[config.mk]
export PLATFORM = sky130hd
export DESIGN_NAME = bp_sac_edge_concentrator
export DESIGN_NICKNAME = d
export VERILOG_FILES = /design/src/rtl/bp_sac_edge_concentrator.sv
export SDC_FILE = /design/constraint.sdc
export NUM_CORES = 1
export LEC_CHECK = 0
export BUFFER_PORTS_ARGS = -buffer_cell sky130_fd_sc_hd__buf_2
export CORE_AREA = 4 4 222 224
export DETAILED_ROUTE_END_ITERATION = 6
export DIE_AREA = 0 0 226 228
export PLACE_DENSITY = 0.75
export REMOVE_ABC_BUFFERS = 1
export SYNTH_ARGS = -nofsm -noshare
export SYNTH_HDL_FRONTEND = slang
export SYNTH_SLANG_ARGS = --single-unit
[constraint.sdc]
create_clock -name clk_i -period 3.9 [get_ports clk_i]
set_input_delay 0.195 -clock clk_i [delete_from_list [all_inputs] [get_ports clk_i]]
set_output_delay 0.195 -clock clk_i [all_outputs]
set_load 0.1 [all_outputs]
[src/rtl/bp_sac_edge_concentrator.sv]
// bp_sac_edge_concentrator
//
// Wormhole-aware N:1 concentrator for the east edge of the streaming accelerator
// complex. Each row link feeds a 2-entry FIFO; a round-robin arbiter picks a row
// at packet granularity and holds it until the packet's last body flit has been
// forwarded.
//
// Optional feature macro: BP_SAC_EDGE_PERF_EN
//   defined   : per-input forwarded-flit counters and an output stall counter
//               (saturating, cleared on reset)
//   undefined : perf outputs tied to zero, no counter flops
//
// Ports
//   clk_i            clock
//   reset_i          synchronous active-high reset
//   in_data_i        row flits, row j at [j*flit_width_p +: flit_width_p]
//   in_v_i           per-row valid
//   in_ready_and_o   per-row ready (FIFO not full)
//   out_data_o       concentrated flit
//   out_v_o          output valid
//   out_ready_and_i  downstream ready
//   grant_o          one-hot owner row, zero when nothing is owned
//   busy_o           a packet is pending (header stalled) or mid-body
//   perf_flits_o     per-row forwarded flit count
//   perf_stall_o     cycles with out_v_o=1 and out_ready_and_i=0

module bp_sac_edge_concentrator #(
    parameter int unsigned num_in_p     = 4,
    parameter int unsigned flit_width_p = 64,
    parameter int unsigned len_width_p  = 4,
    parameter int unsigned len_offset_p = 0,
    parameter int unsigned perf_width_p = 32
) (
    input  logic                                 clk_i,
    input  logic                                 reset_i,
    input  logic [num_in_p*flit_width_p-1:0]     in_data_i,
    input  logic [num_in_p-1:0]                  in_v_i,
    output logic [num_in_p-1:0]                  in_ready_and_o,
    output logic [flit_width_p-1:0]              out_data_o,
    output logic                                 out_v_o,
    input  logic                                 out_ready_and_i,
    output logic [num_in_p-1:0]                  grant_o,
    output logic                                 busy_o,
    output logic [num_in_p*perf_width_p-1:0]     perf_flits_o,
    output logic [perf_width_p-1:0]              perf_stall_o
);

    localparam int unsigned SelW = (num_in_p > 1) ? $clog2(num_in_p) : 1;

    typedef enum logic [1:0] {StIdle, StPend, StBody} state_e;

    // Input FIFOs
    logic [flit_width_p-1:0] mem_q [num_in_p][2];
    logic [1:0]              occ_q [num_in_p];
    logic [num_in_p-1:0]     rd_q, wr_q;
    logic [num_in_p-1:0]     head_v, enq, deq;
    logic [flit_width_p-1:0] head_data [num_in_p];

    // Arbitration / packet tracking
    state_e                  state_q;
    logic [SelW-1:0]         sel_q, ptr_q, arb_sel, cur_sel, ptr_nxt;
    logic [len_width_p-1:0]  cnt_q, hdr_len;
    logic                    arb_found, owned, out_hs;

    always_comb begin
        for (int j = 0; j < num_in_p; j++) begin
            head_v[j]         = (occ_q[j] != 2'd0);
            head_data[j]      = mem_q[j][rd_q[j]];
            in_ready_and_o[j] = (occ_q[j] != 2'd2) & ~reset_i;
            enq[j]            = in_v_i[j] & in_ready_and_o[j];
        end
    end

    // First row with a valid head at or after the pointer, in modulo order.
    always_comb begin
        logic [SelW-1:0] cand;
        arb_found = 1'b0;
        arb_sel   = '0;
        cand      = '0;
        for (int unsigned i = 0; i < num_in_p; i++) begin
            cand = SelW'((32'(ptr_q) + i) % num_in_p);
            if (!arb_found && head_v[cand]) begin
                arb_found = 1'b1;
                arb_sel   = cand;
            end
        end
    end

    always_comb begin
        cur_sel    = (state_q == StIdle) ? arb_sel : sel_q;
        owned      = (state_q == StIdle) ? arb_found : 1'b1;
        out_v_o    = ~reset_i & owned & head_v[cur_sel];
        out_data_o = head_data[cur_sel];
        out_hs     = out_v_o & out_ready_and_i;
        hdr_len    = out_data_o[len_offset_p +: len_width_p];
        busy_o     = ~reset_i & (state_q != StIdle);
        ptr_nxt    = (cur_sel == SelW'(num_in_p - 1)) ? '0 : cur_sel + SelW'(1);
        for (int j = 0; j < num_in_p; j++) begin
            grant_o[j] = ~reset_i & owned & (cur_sel == SelW'(j));
            deq[j]     = out_hs & (cur_sel == SelW'(j));
        end
    end

    always_ff @(posedge clk_i) begin
        if (reset_i) begin
            rd_q <= '0;
            wr_q <= '0;
            for (int j = 0; j < num_in_p; j++) occ_q[j] <= 2'd0;
        end else begin
            for (int j = 0; j < num_in_p; j++) begin
                if (enq[j]) wr_q[j] <= ~wr_q[j];
                if (deq[j]) rd_q[j] <= ~rd_q[j];
                occ_q[j] <= occ_q[j] + {1'b0, enq[j]} - {1'b0, deq[j]};
            end
        end
    end

    // Flit storage carries no reset; occupancy alone defines validity.
    always_ff @(posedge clk_i) begin
        for (int j = 0; j < num_in_p; j++) begin
            if (enq[j]) mem_q[j][wr_q[j]] <= in_data_i[j*flit_width_p +: flit_width_p];
        end
    end

    always_ff @(posedge clk_i) begin
        if (reset_i) begin
            state_q <= StIdle;
            sel_q   <= '0;
            ptr_q   <= '0;
            cnt_q   <= '0;
        end else begin
            unique case (state_q)
                StIdle, StPend: begin
                    if (out_hs) begin
                        if (hdr_len == '0) begin
                            state_q <= StIdle;
                            ptr_q   <= ptr_nxt;
                        end else begin
                            state_q <= StBody;
                            cnt_q   <= hdr_len;
                            sel_q   <= cur_sel;
                        end
                    end else if (state_q == StIdle && arb_found) begin
                        // Header offered but not taken: lock the choice.
                        state_q <= StPend;
                        sel_q   <= arb_sel;
                    end
                end
                StBody: begin
                    if (out_hs) begin
                        if (cnt_q == len_width_p'(1)) begin
                            state_q <= StIdle;
                            ptr_q   <= ptr_nxt;
                        end
                        cnt_q <= cnt_q - len_width_p'(1);
                    end
                end
                default: state_q <= StIdle;
            endcase
        end
    end

`ifdef BP_SAC_EDGE_PERF_EN
    logic [perf_width_p-1:0] flits_q [num_in_p];
    logic [perf_width_p-1:0] stall_q;

    always_ff @(posedge clk_i) begin
        if (reset_i) begin
            stall_q <= '0;
            for (int j = 0; j < num_in_p; j++) flits_q[j] <= '0;
        end else begin
            if (out_v_o && !out_ready_and_i && stall_q != '1) stall_q <= stall_q + 1'b1;
            for (int j = 0; j < num_in_p; j++) begin
                if (deq[j] && flits_q[j] != '1) flits_q[j] <= flits_q[j] + 1'b1;
            end
        end
    end

    always_comb begin
        perf_stall_o = stall_q;
        for (int j = 0; j < num_in_p; j++) perf_flits_o[j*perf_width_p +: perf_width_p] = flits_q[j];
    end
`else
    assign perf_flits_o = '0;
    assign perf_stall_o = '0;
`endif

endmodule

==> flow_metrics.py <==
metrics = {
    "worst_hold_path": {
        "hp-start": "in_v_i[0]",
        "hold_class": "in -> reg",
        "hold_end": "wr_q[0]",
        "whs_path_depth": 4,
    },
    "critical_path": {
        "cp.required_ps": 3700,
        "cp_max_fo": 118,
        "rr_endpoint": "occ_q[1][1]",
        "critical_path.endpoint_type": "output pin",
        "reg2regPathDepth": 12,
        "startpoint_type": "flip-flop",
        "worstSetupPathType": "reg -> out",
        "r2r_slack_ps": 150,
        "r2r-start": "occ_q[1][1]",
        "arrival_ps": 3610,
    },
    "sta": {
        "worstMarginPinSlew_ps": 1208,
        "finalWorstPathRequiredPeriod_ps": 3802,
        "drv_slew": 0,
        "setup_viol_count_final": 0,
        "relSlewSlack_pct": 19.47,
        "whs_ps": 70.39,
        "fin_skew_ps": 24.85,
        "hold_viol_final": 0,
        "setup_ws_ps": 97.56,
        "fin_crit_sh_pct": 97.50,
        "max_freq_mhz": 263.0,
    },
    "final_layout": {
        "utilization_pct": 63.50,
        "area_delta_synth_final_pct": 30.45,
        "stdcell_count": 2850,
        "nets": 2466,
        "drive_gt1_share_pct": 23.75,
    },
    "detailed_routing": {
        "wl_per_cell_um": 22.19,
        "ant_nets": 0,
        "vias_per_cell": 5.346,
        "drt_iter0_markers": 1215,
        "post-route-drc-count": 0,
        "top_layer": "met5",
        "drtPass1Iterations": 5,
        "routed_wl_um": 63250,
        "wl_met3_um": 4687,
        "wl_met1_um": 23760,
        "wl_met2_um": 32500,
        "vias": 15240,
    },
    "logic_synthesis": {
        "synthAdderAreaFrac_pct": 0.7601,
        "synth_area_leaders": "edfxtp_1, mux2i_1, buf_4",
        "postSynthAreaPerCell_um2": 14.42,
        "yosys.area_share.simple_pct": 6.271,
        "synth_common_cells": "edfxtp_1, mux2i_1, nand2_1",
        "ys_types": 57,
        "synthArstFlopShare_pct": 0,
        "synth-compound-area-share_pct": 4.474,
        "synthXorXnorAreaFrac_pct": 0.6461,
        "muxShareOfSynthArea_pct": 11.81,
        "yosysTopAreaCell": "edfxtp_1",
        "synth_flop_cell": "edfxtp_1",
        "syn_area_mm2": 0.02304,
        "seq_area_frac_synth_pct": 68.98,
        "synth_edf_count": 512,
        "yosysMostFrequentCell": "edfxtp_1",
        "synth_top_family_by_area": "multiplexers",
        "netlist_instances": 1598,
        "ys_warn_count": 0,
        "synth_seq_cells": 538,
        "synth.top_cell.area_share_pct": 66.72,
    },
    "floorplan": {
        "num_rows": 80,
        "die_y_um": 228,
        "die-area_mm2": 0.05153,
        "coreArea_mm2": 0.04735,
        "start_util_pct": 48.67,
        "pin_count": 497,
        "die-width_um": 226,
    },
    "cts": {
        "h-tree-depth": 2,
        "cts_sinks": 538,
        "cts_made_buffers": 52,
        "postCtsSetupBuffers": 0,
        "cts_root_buf": "clkbuf_16",
        "clkTransAtPathRegs_ps": 60,
        "clock_path_buffers": 3,
        "clkLatencyLatePin_ps": 600,
        "cts_tree": "built",
    },
    "grt": {
        "grt_max_degree": 132,
        "track_usage_pct": 23.76,
        "grt_pass1_wl_um": 93540,
        "grt-ovfl-total": 0,
        "antenna_found_initial": 10,
        "grt_pass1_vias": 15960,
    },
    "job": {
        "cap_violations": 0,
    },
    "place": {
        "dp.cells": 2494,
        "dp_hpwl_um": 36660,
        "port_buffers": 336,
        "place.gp.congestion": 0.8543,
        "pre_cts_ws_ps": 339.6,
    },
    "status": {
        "status": "finished, final reports clean",
    },
}
[kinds of logic after synthesis]
family | after synthesis
AOI/OAI and AO/OA | 176
xor gates and xnor gates | 17
adders and majority gates | 14
buffers and inverters | 263
DFF | 538
muxes | 264
other | 1
and+or+nand+nor | 325
[through the flow]
| stage | cell area (um2) | TNS, ps |
|---|---|---|
| 6_report | 30060 | 0 |
| 4_1_cts | 30020 | 0 |
| 3_5_place_dp | 25790 | 0 |
| 2_1_floorplan | 22120 | -705560 |
| 5_1_grt | 30060 | -48.79 |
| 3_3_place_gp | 25790 | 0 |
[layout by cell type, fill, tap and decap left out, types with 16 or more instances in the layout]
| cell type | instances |
|---|---|
| edfxtp_1 | 512 |
| buf_2 | 275 |
| dlygate4sd3_1 | 256 |
| mux2i_1 | 203 |
| nand2_1 | 187 |
| conb_1 | 160 |
| o21ai_0 | 119 |
| nand3_1 | 67 |
| buf_12 | 67 |
| mux2_2 | 60 |
| clkbuf_16 | 52 |
| nor2_1 | 23 |
| dfxtp_1 | 22 |
| inv_1 | 20 |
| buf_4 | 16 |
[layout make-up]
cell class / instances / area, um2
Fill cell: 3192 / 17280
Sequential cell: 538 / 15910
Multi-Input combinational cell: 956 / 6195
Timing Repair Buffer: 615 / 5411
Clock buffer: 57 / 1320
Tap cell: 615 / 769.5
Clock inverter: 35 / 336.6
Inverter: 26 / 100.1
Antenna cell: 8 / 20.02
[sequential cells by signal (all words and copies together), names as in the netlist]
name and count:
mem_q 512, occ_q 8, cnt_q 4, rd_q 4
wr_q 4, ptr_q 2, sel_q 2, state_q 2
[what timing repair did]
item | in CTS | in global routing
endpoints found under the hold margin | 512 | 0
gates resized for setup | 1 | 9
setup endpoints to repair | 6 | 37
hold buffers | 256 | 0
gates cloned | 0 | 0
[worst max-delay path, stage by stage (launching register included)]
cell	delay [ps]
dfxtp_1	400
or3_1	450
a2111oi_4	400
a211o_4	250
buf_12	390
o21ai_0	300
o21ai_0	420
buf_12	230
[routing by layer]
metal | GRT usage, % | vias up
li1 | - | 6771
met1 | 28.74 | 7524
met2 | 41.77 | 779
met3 | 4.976 | 159
met4 | 8.978 | 2
met5 | 0 | -
[worst max-delay path by stage]
stage                start  cells past startpoint              to
6_report        state_q[1]                      7  out_data_o[25]
2_1_floorplan   state_q[1]                      5  out_data_o[10]
4_1_cts         state_q[1]                      8  out_data_o[13]
3_5_place_dp   occ_q[1][1]                     12     occ_q[0][1]
3_3_place_gp    state_q[1]                     12     occ_q[3][1]
5_1_grt         state_q[1]                      7  out_data_o[25]
Power is not shown: default switching activity piles up to over one toggle a cycle in this logic, so the estimate is an artifact.
